<file path="src/rtl/pl_writeback_stage.sv">
// ---------------------------------------------------------------------------
// pl_writeback_stage
//   MEM->WB pipeline stage. Registers the writeback result chosen from NSRC
//   non-load sources, or the sign/zero-extended load data taken from a
//   variable-latency data-memory response. Holds off the MEM stage while a
//   load is outstanding, and supports flush, including discarding a load
//   response that is already in flight.
//
// Handshake: an instruction is taken when m_valid & m_ready & ~flush.
//   m_ready is high only in IDLE. wb_valid is a one-cycle pulse. wb_rd,
//   wb_data and wb_misalign hold their last value while wb_valid is low.
//
// Ports:
//   clk, rst          clock, asynchronous active-high reset
//   m_valid/m_ready   MEM-stage handshake
//   m_src, m_sel      packed result sources and non-load select
//   m_rd, m_regwrite  destination register and its write enable
//   m_is_load, m_funct3, m_addr_lo   load control
//   flush             kill the accepting instruction and any pending load
//   dm_rsp_valid, dm_rdata           data-memory response (one-cycle pulse)
//   wb_valid, wb_we, wb_rd, wb_data, wb_misalign   register-file writeback
//   stall_cycles      (WB_STALLCNT_EN only) cycles spent with m_ready low
//
// Optional feature macro: WB_STALLCNT_EN adds the stall_cycles counter.
// ---------------------------------------------------------------------------
module pl_writeback_stage #(
    parameter int W    = 32,
    parameter int NSRC = 4,
    parameter int RW   = 5,
    localparam int SELW = (NSRC > 1) ? $clog2(NSRC) : 1,
    localparam int AW   = $clog2(W / 8)
) (
    input  logic              clk,
    input  logic              rst,
    input  logic              m_valid,
    output logic              m_ready,
    input  logic [NSRC*W-1:0] m_src,
    input  logic [SELW-1:0]   m_sel,
    input  logic [RW-1:0]     m_rd,
    input  logic              m_regwrite,
    input  logic              m_is_load,
    input  logic [2:0]        m_funct3,
    input  logic [AW-1:0]     m_addr_lo,
    input  logic              flush,
    input  logic              dm_rsp_valid,
    input  logic [W-1:0]      dm_rdata,
    output logic              wb_valid,
    output logic              wb_we,
    output logic [RW-1:0]     wb_rd,
    output logic [W-1:0]      wb_data,
    output logic              wb_misalign
`ifdef WB_STALLCNT_EN
    ,
    output logic [31:0]       stall_cycles
`endif
);

    typedef enum logic [1:0] {
        S_IDLE  = 2'd0,
        S_WAIT  = 2'd1,
        S_DRAIN = 2'd2
    } state_t;

    state_t            r_state;
    logic              r_wb_valid;
    logic              r_wb_we;
    logic [RW-1:0]     r_wb_rd;
    logic [W-1:0]      r_wb_data;
    logic              r_wb_misalign;

    // Pending-load context, kept apart from the wb_* registers so those hold.
    logic [RW-1:0]     r_ld_rd;
    logic              r_ld_regwrite;
    logic [2:0]        r_ld_funct3;
    logic [AW-1:0]     r_ld_addr_lo;

    logic              w_accept;
    logic [W-1:0]      w_src_sel;
    logic [2:0]        w_ext_f3;
    logic [AW-1:0]     w_ext_lo;
    logic [W-1:0]      w_shifted;
    logic [2*W-1:0]    w_sx_b;
    logic [2*W-1:0]    w_sx_h;
    logic [2*W-1:0]    w_sx_w;
    logic [2*W-1:0]    w_zx_w;
    logic [W-1:0]      w_ext_data;
    logic              w_ext_mis;

    assign m_ready  = (r_state == S_IDLE);
    assign w_accept = m_valid & m_ready & ~flush;

    // Out-of-range selects fall back to source 0.
    always_comb begin
        w_src_sel = m_src[W-1:0];
        for (int i = 0; i < NSRC; i++) begin
            if (int'(m_sel) == i) w_src_sel = m_src[i*W +: W];
        end
    end

    // In IDLE the load is extended straight from the MEM inputs (same-cycle
    // response); otherwise from the captured pending-load context.
    assign w_ext_f3  = (r_state == S_IDLE) ? m_funct3  : r_ld_funct3;
    assign w_ext_lo  = (r_state == S_IDLE) ? m_addr_lo : r_ld_addr_lo;
    assign w_shifted = dm_rdata >> {w_ext_lo, 3'b000};

    // Double-width temporaries give clean sign extension for any legal W.
    assign w_sx_b = {{(2*W-8){w_shifted[7]}},   w_shifted[7:0]};
    assign w_sx_h = {{(2*W-16){w_shifted[15]}}, w_shifted[15:0]};
    assign w_sx_w = {{(2*W-32){w_shifted[31]}}, w_shifted[31:0]};
    assign w_zx_w = {{(2*W-32){1'b0}},          w_shifted[31:0]};

    always_comb begin
        w_ext_data = w_shifted;
        w_ext_mis  = 1'b0;
        case (w_ext_f3)
            3'b000: w_ext_data = w_sx_b[W-1:0];
            3'b100: w_ext_data = {{(W-8){1'b0}}, w_shifted[7:0]};
            3'b001: begin
                w_ext_data = w_sx_h[W-1:0];
                w_ext_mis  = w_ext_lo[0];
            end
            3'b101: begin
                w_ext_data = {{(W-16){1'b0}}, w_shifted[15:0]};
                w_ext_mis  = w_ext_lo[0];
            end
            3'b010: begin
                w_ext_data = w_sx_w[W-1:0];
                w_ext_mis  = (w_ext_lo[1:0] != 2'b00);
            end
            3'b110: begin
                // LWU exists only at W=64; at W=32 this is a plain full word.
                if (W == 64) begin
                    w_ext_data = w_zx_w[W-1:0];
                    w_ext_mis  = (w_ext_lo[1:0] != 2'b00);
                end else begin
                    w_ext_data = w_shifted;
                    w_ext_mis  = (w_ext_lo != '0);
                end
            end
            default: begin
                // LD and the unused encodings: full-width access.
                w_ext_data = w_shifted;
                w_ext_mis  = (w_ext_lo != '0);
            end
        endcase
        if (w_ext_mis) w_ext_data = '0;
    end

    always_ff @(posedge clk or posedge rst) begin
        if (rst) begin
            r_state       <= S_IDLE;
            r_wb_valid    <= 1'b0;
            r_wb_we       <= 1'b0;
            r_wb_rd       <= '0;
            r_wb_data     <= '0;
            r_wb_misalign <= 1'b0;
            r_ld_rd       <= '0;
            r_ld_regwrite <= 1'b0;
            r_ld_funct3   <= 3'b000;
            r_ld_addr_lo  <= '0;
        end else begin
            r_wb_valid <= 1'b0;
            r_wb_we    <= 1'b0;
            case (r_state)
                S_IDLE: begin
                    if (w_accept) begin
                        if (!m_is_load) begin
                            r_wb_valid    <= 1'b1;
                            r_wb_we       <= m_regwrite & (m_rd != '0);
                            r_wb_rd       <= m_rd;
                            r_wb_data     <= w_src_sel;
                            r_wb_misalign <= 1'b0;
                        end else if (dm_rsp_valid) begin
                            r_wb_valid    <= 1'b1;
                            r_wb_we       <= m_regwrite & (m_rd != '0) & ~w_ext_mis;
                            r_wb_rd       <= m_rd;
                            r_wb_data     <= w_ext_data;
                            r_wb_misalign <= w_ext_mis;
                        end else begin
                            r_ld_rd       <= m_rd;
                            r_ld_regwrite <= m_regwrite;
                            r_ld_funct3   <= m_funct3;
                            r_ld_addr_lo  <= m_addr_lo;
                            r_state       <= S_WAIT;
                        end
                    end
                end
                S_WAIT: begin
                    if (dm_rsp_valid) begin
                        // A flush arriving with the response discards it.
                        if (!flush) begin
                            r_wb_valid    <= 1'b1;
                            r_wb_we       <= r_ld_regwrite & (r_ld_rd != '0) & ~w_ext_mis;
                            r_wb_rd       <= r_ld_rd;
                            r_wb_data     <= w_ext_data;
                            r_wb_misalign <= w_ext_mis;
                        end
                        r_state <= S_IDLE;
                    end else if (flush) begin
                        r_state <= S_DRAIN;
                    end
                end
                S_DRAIN: begin
                    // Swallow the in-flight response of the killed load.
                    if (dm_rsp_valid) r_state <= S_IDLE;
                end
                default: r_state <= S_IDLE;
            endcase
        end
    end

`ifdef WB_STALLCNT_EN
    logic [31:0] r_stall_cycles;
    always_ff @(posedge clk or posedge rst) begin
        if (rst) r_stall_cycles <= 32'd0;
        else if (r_state != S_IDLE) r_stall_cycles <= r_stall_cycles + 32'd1;
    end
    assign stall_cycles = r_stall_cycles;
`endif

    assign wb_valid    = r_wb_valid;
    assign wb_we       = r_wb_we;
    assign wb_rd       = r_wb_rd;
    assign wb_data     = r_wb_data;
    assign wb_misalign = r_wb_misalign;

endmodule

</file>
<file path="config.mk">
export PLATFORM = sky130hd
export DESIGN_NAME = pl_writeback_stage
export DESIGN_NICKNAME = d
export VERILOG_FILES = /design/src/rtl/pl_writeback_stage.sv
export SDC_FILE = /design/constraint.sdc
export NUM_CORES = 1
export LEC_CHECK = 0
export ABC_AREA = 1
export ABC_CLOCK_PERIOD_IN_PS = 4900
export CAP_MARGIN = 10
export CORE_ASPECT_RATIO = 1.4
export CORE_MARGIN = 5
export CORE_UTILIZATION = 45
export CTS_CLUSTER_SIZE = 10
export DETAILED_ROUTE_END_ITERATION = 8
export MAX_ROUTING_LAYER = met4
export PLACE_DENSITY = 0.85
export SLEW_MARGIN = 25
export SYNTH_ARGS = -nofsm -noshare
export SYNTH_HDL_FRONTEND = slang
export SYNTH_SLANG_ARGS = --single-unit
</file>
<file path="constraint.sdc">
create_clock -name clk -period 4.9 [get_ports clk]
set_clock_uncertainty 0.1 [all_clocks]
set_input_delay 0.98 -clock clk [delete_from_list [all_inputs] [get_ports clk]]
set_output_delay 0.98 -clock clk [all_outputs]
set_load 0.05 [all_outputs]
</file>
==> impl_metrics.toml <==
[min_path]
min-delay-start = "r_ld_funct3[1]$_DFFE_PP0P_"
hold-path-endpoint = "r_ld_funct3[1]$_DFFE_PP0P_"
hold_class = "reg2reg"
holdPathStages = 2

[timing]
fin_hold_ws_ns = 0.390
unrepaired_setup_endpoints_after_global_routing = "false"
setup-tns-final_ns = 0
finalSetupViolCount = 0
period_needed_ns = 2.97
report.final.hold_viol_count = 0
maxSlewViolCount = 0
max_slew_margin_pct = 54.1
achievable_frequency_mhz = 337
worst_margin_slew_ns = 0.689
timing.final.crit_share_pct = 60.5

[setup_path]
cp_data_required_time_ns = 4.98
critPathKind = "in2reg"
reg2reg_slack_ns = 2.30
crit_path_start_kind = "input pin"
worst-r2r-cell-count = 8
reg2reg_from = "r_state[1]$_DFFE_PP0P_"
cp.arrival_ns = 3.05
critPathMaxFanout = 20
worst_r2r_endpoint = "wb_data[25]$_DFFE_PP0P_"
setup.worst_path.end_class = "register"

[die]
initial_utilization_pct = 45.6
area_of_the_die_um2 = 12000
core-area_um2 = 9790
die_w_um = 94.2
die_h_um = 128
ios = 220
placement_rows = 43

[run]
max-cap-violations = 0

[clock_network]
cts-root-to-sink-buffers = 2
ctsHtreeMaxLevel = 2
tritoncts.num_buffers = 5
cts_num_sinks = 53
clk-insertion-delay-late_ns = 0.29
cts-hold-fix-buffers = 0
root_buffer_master = "sky130_fd_sc_hd__clkbuf_16"
postCtsSetupRepairBufs = 0
cts_resized = 0
tritoncts = "built"
clkSlewWorstSetupHoldPaths_ns = 0.07

[drt]
drt_antenna_net_count = 0
initialDrtViolationCount = 450
drt-total-wl_mm = 17.6
route.detailed.drc = 0
wire_per_inst_um = 17.0
drt_pre_antenna_iters = 5
via_per_inst = 5.42
vias = 5605

[placement]
place.gp.congestion = 0.873
dp_hpwl_mm = 13.9
place_area_um2 = 6660
port_buffers = 219

[grt]
total_global_route_track_usage_pct = 29.1
grt_pass1_wl_mm = 27.0
maximum_number_of_pins_on_one_net_before_global_route_repair = 54
grt_remaining_overflow = 0
vias_in_the_first_global_route = 5326
antenna_found_initial = 1

[synthesis]
ys.flop_type = "sky130_fd_sc_hd__dfrtp_1"
average_cell_area_after_synthesis_um2 = 6.26
synth.distinct_cells = 31
synthesis.area_um2 = 4460
synthArstFlopShare_pct = 100
synth.yosys.warnings = 0
synthesis.instances = 713
synth_enable_flop_cells = 0
synth-seq-cells = 53
fraction_of_the_yosys_area_taken_by_sequential_cells_pct = 29.7
postSynthNetCount = 892

[power]
leakage_nw = 2.93
p_total_w = 0.00347
power.density_nw_per_um2 = 508
peak_supply_drop_v = 0.000411

[run_status]
outcome = "complete, no violations"

[cells_and_area]
utilization_after_layout_pct = 69.8
stdcell_area_um2 = 6830
final_common_cell = "sky130_fd_sc_hd__clkdlybuf4s50_1"
drive_gt1_share_pct = 7.23
design.final.nets = 1077
area_growth_pct = 53.0
layout_common_cells = "sky130_fd_sc_hd__clkdlybuf4s50_1, sky130_fd_sc_hd__nor2_1, sky130_fd_sc_hd__nand2_1"
==> worst max-delay path, stage by stage <==
cell	delay (ns)
sky130_fd_sc_hd__clkdlybuf4s50_1	0.39
sky130_fd_sc_hd__inv_1	0.10
sky130_fd_sc_hd__nand2_1	0.07
sky130_fd_sc_hd__o21ai_2	0.28
sky130_fd_sc_hd__buf_4	0.36
sky130_fd_sc_hd__nand3_1	0.18
sky130_fd_sc_hd__nand3_4	0.19
sky130_fd_sc_hd__nand3_4	0.23
sky130_fd_sc_hd__nand2_1	0.18
sky130_fd_sc_hd__a21oi_1	0.08
==> logic make-up after synthesis <==
group           share of synthesized area [%]
compound gates                           24.9
flops                                    29.7
simple gates                             36.5
mux                                     0.505
buf+inv                                  8.38
==> worst max path at each step <==
stage | depth (start not counted) | end | slack [ns] | startpoint
final | 10 | wb_data[25]$_DFFE_PP0P_ | 1.93 | m_addr_lo[1]
after global routing | 10 | wb_data[25]$_DFFE_PP0P_ | 1.75 | m_addr_lo[1]
after CTS | 7 | wb_data[8]$_DFFE_PP0P_ | 1.83 | m_sel[0]
after detailed placement | 7 | wb_data[8]$_DFFE_PP0P_ | 1.52 | m_sel[1]
after global placement | 7 | wb_data[8]$_DFFE_PP0P_ | 1.60 | m_sel[1]
after floorplan | 1 | r_ld_addr_lo[0]$_DFFE_PP0P_ | 2.53 | rst
==> sequential cells by signal, indices dropped and copies added, names as in the netlist <==
| register | flops |
|---|---|
| wb_rd | 5 |
| wb_valid | 1 |
| r_state | 2 |
| wb_misalign | 1 |
| wb_we | 1 |
| r_ld_regwrite | 1 |
| r_ld_rd | 5 |
| r_ld_addr_lo | 2 |
| wb_data | 32 |
| r_ld_funct3 | 3 |
==> stage by stage <==
stage               instances  worst slack, ns
global route             1035             1.75
detailed placement       1026             1.52
CTS                      1034             1.83
global placement         1026             1.60
floorplan                 713             2.53
finish                   1035             1.93
==> power breakdown <==
part	internal, W	switching (W)
combinational	0.000780	0.00151
clock	0.000242	0.000160
sequential	0.000641	0.000135
==> per-layer routing <==
layer / vias to the layer above / wire, µm / global-route usage (%) / share of wire (%)
li1: 2732 / - / - / -
met1: 2608 / 6800 / 34.7 / 39
met2: 229 / 9070 / 50.2 / 52
met3: 36 / 1100 / 3.05 / 6.2
met4: 0 / 609 / 10.9 / 3.5
met5: - / 0 / - / 0
==> area by class of cell <==
cell class	instances	area [µm²]
multi-input combinational	572	2780
clock inverter	2	38.8
fill	888	2960
timing repair buffer	225	2230
inverter	41	156
sequential	53	1330
antenna	1	2.50
clock buffer	6	129
tap	135	169
==> cell usage after synthesis, types with 2 or more instances <==
cell                         n  share of area, %
sky130_fd_sc_hd__nor2_1    161                14
sky130_fd_sc_hd__nand2_1   125                11
sky130_fd_sc_hd__a21oi_1    86               9.6
sky130_fd_sc_hd__o21ai_0    59               6.6
sky130_fd_sc_hd__dfrtp_1    53                30
sky130_fd_sc_hd__nand3_1    49               5.5
sky130_fd_sc_hd__inv_1      36               3.0
sky130_fd_sc_hd__clkbuf_1   30               2.5
sky130_fd_sc_hd__o31ai_1    30               5.0
sky130_fd_sc_hd__nand2_2    16               2.2
sky130_fd_sc_hd__buf_2      11               1.2
sky130_fd_sc_hd__a21oi_2    10               2.0
sky130_fd_sc_hd__a31oi_1     7              0.98
sky130_fd_sc_hd__and2_1      7              0.98
sky130_fd_sc_hd__buf_4       5              0.84
sky130_fd_sc_hd__inv_2       4              0.34
sky130_fd_sc_hd__nand2_4     4               1.0
sky130_fd_sc_hd__nand3_4     3               1.2
sky130_fd_sc_hd__nor3_1      3              0.34
sky130_fd_sc_hd__mux2_2      2              0.50
sky130_fd_sc_hd__nor2_4      2              0.50
Note: power is estimated with default switching activity, not from simulation.
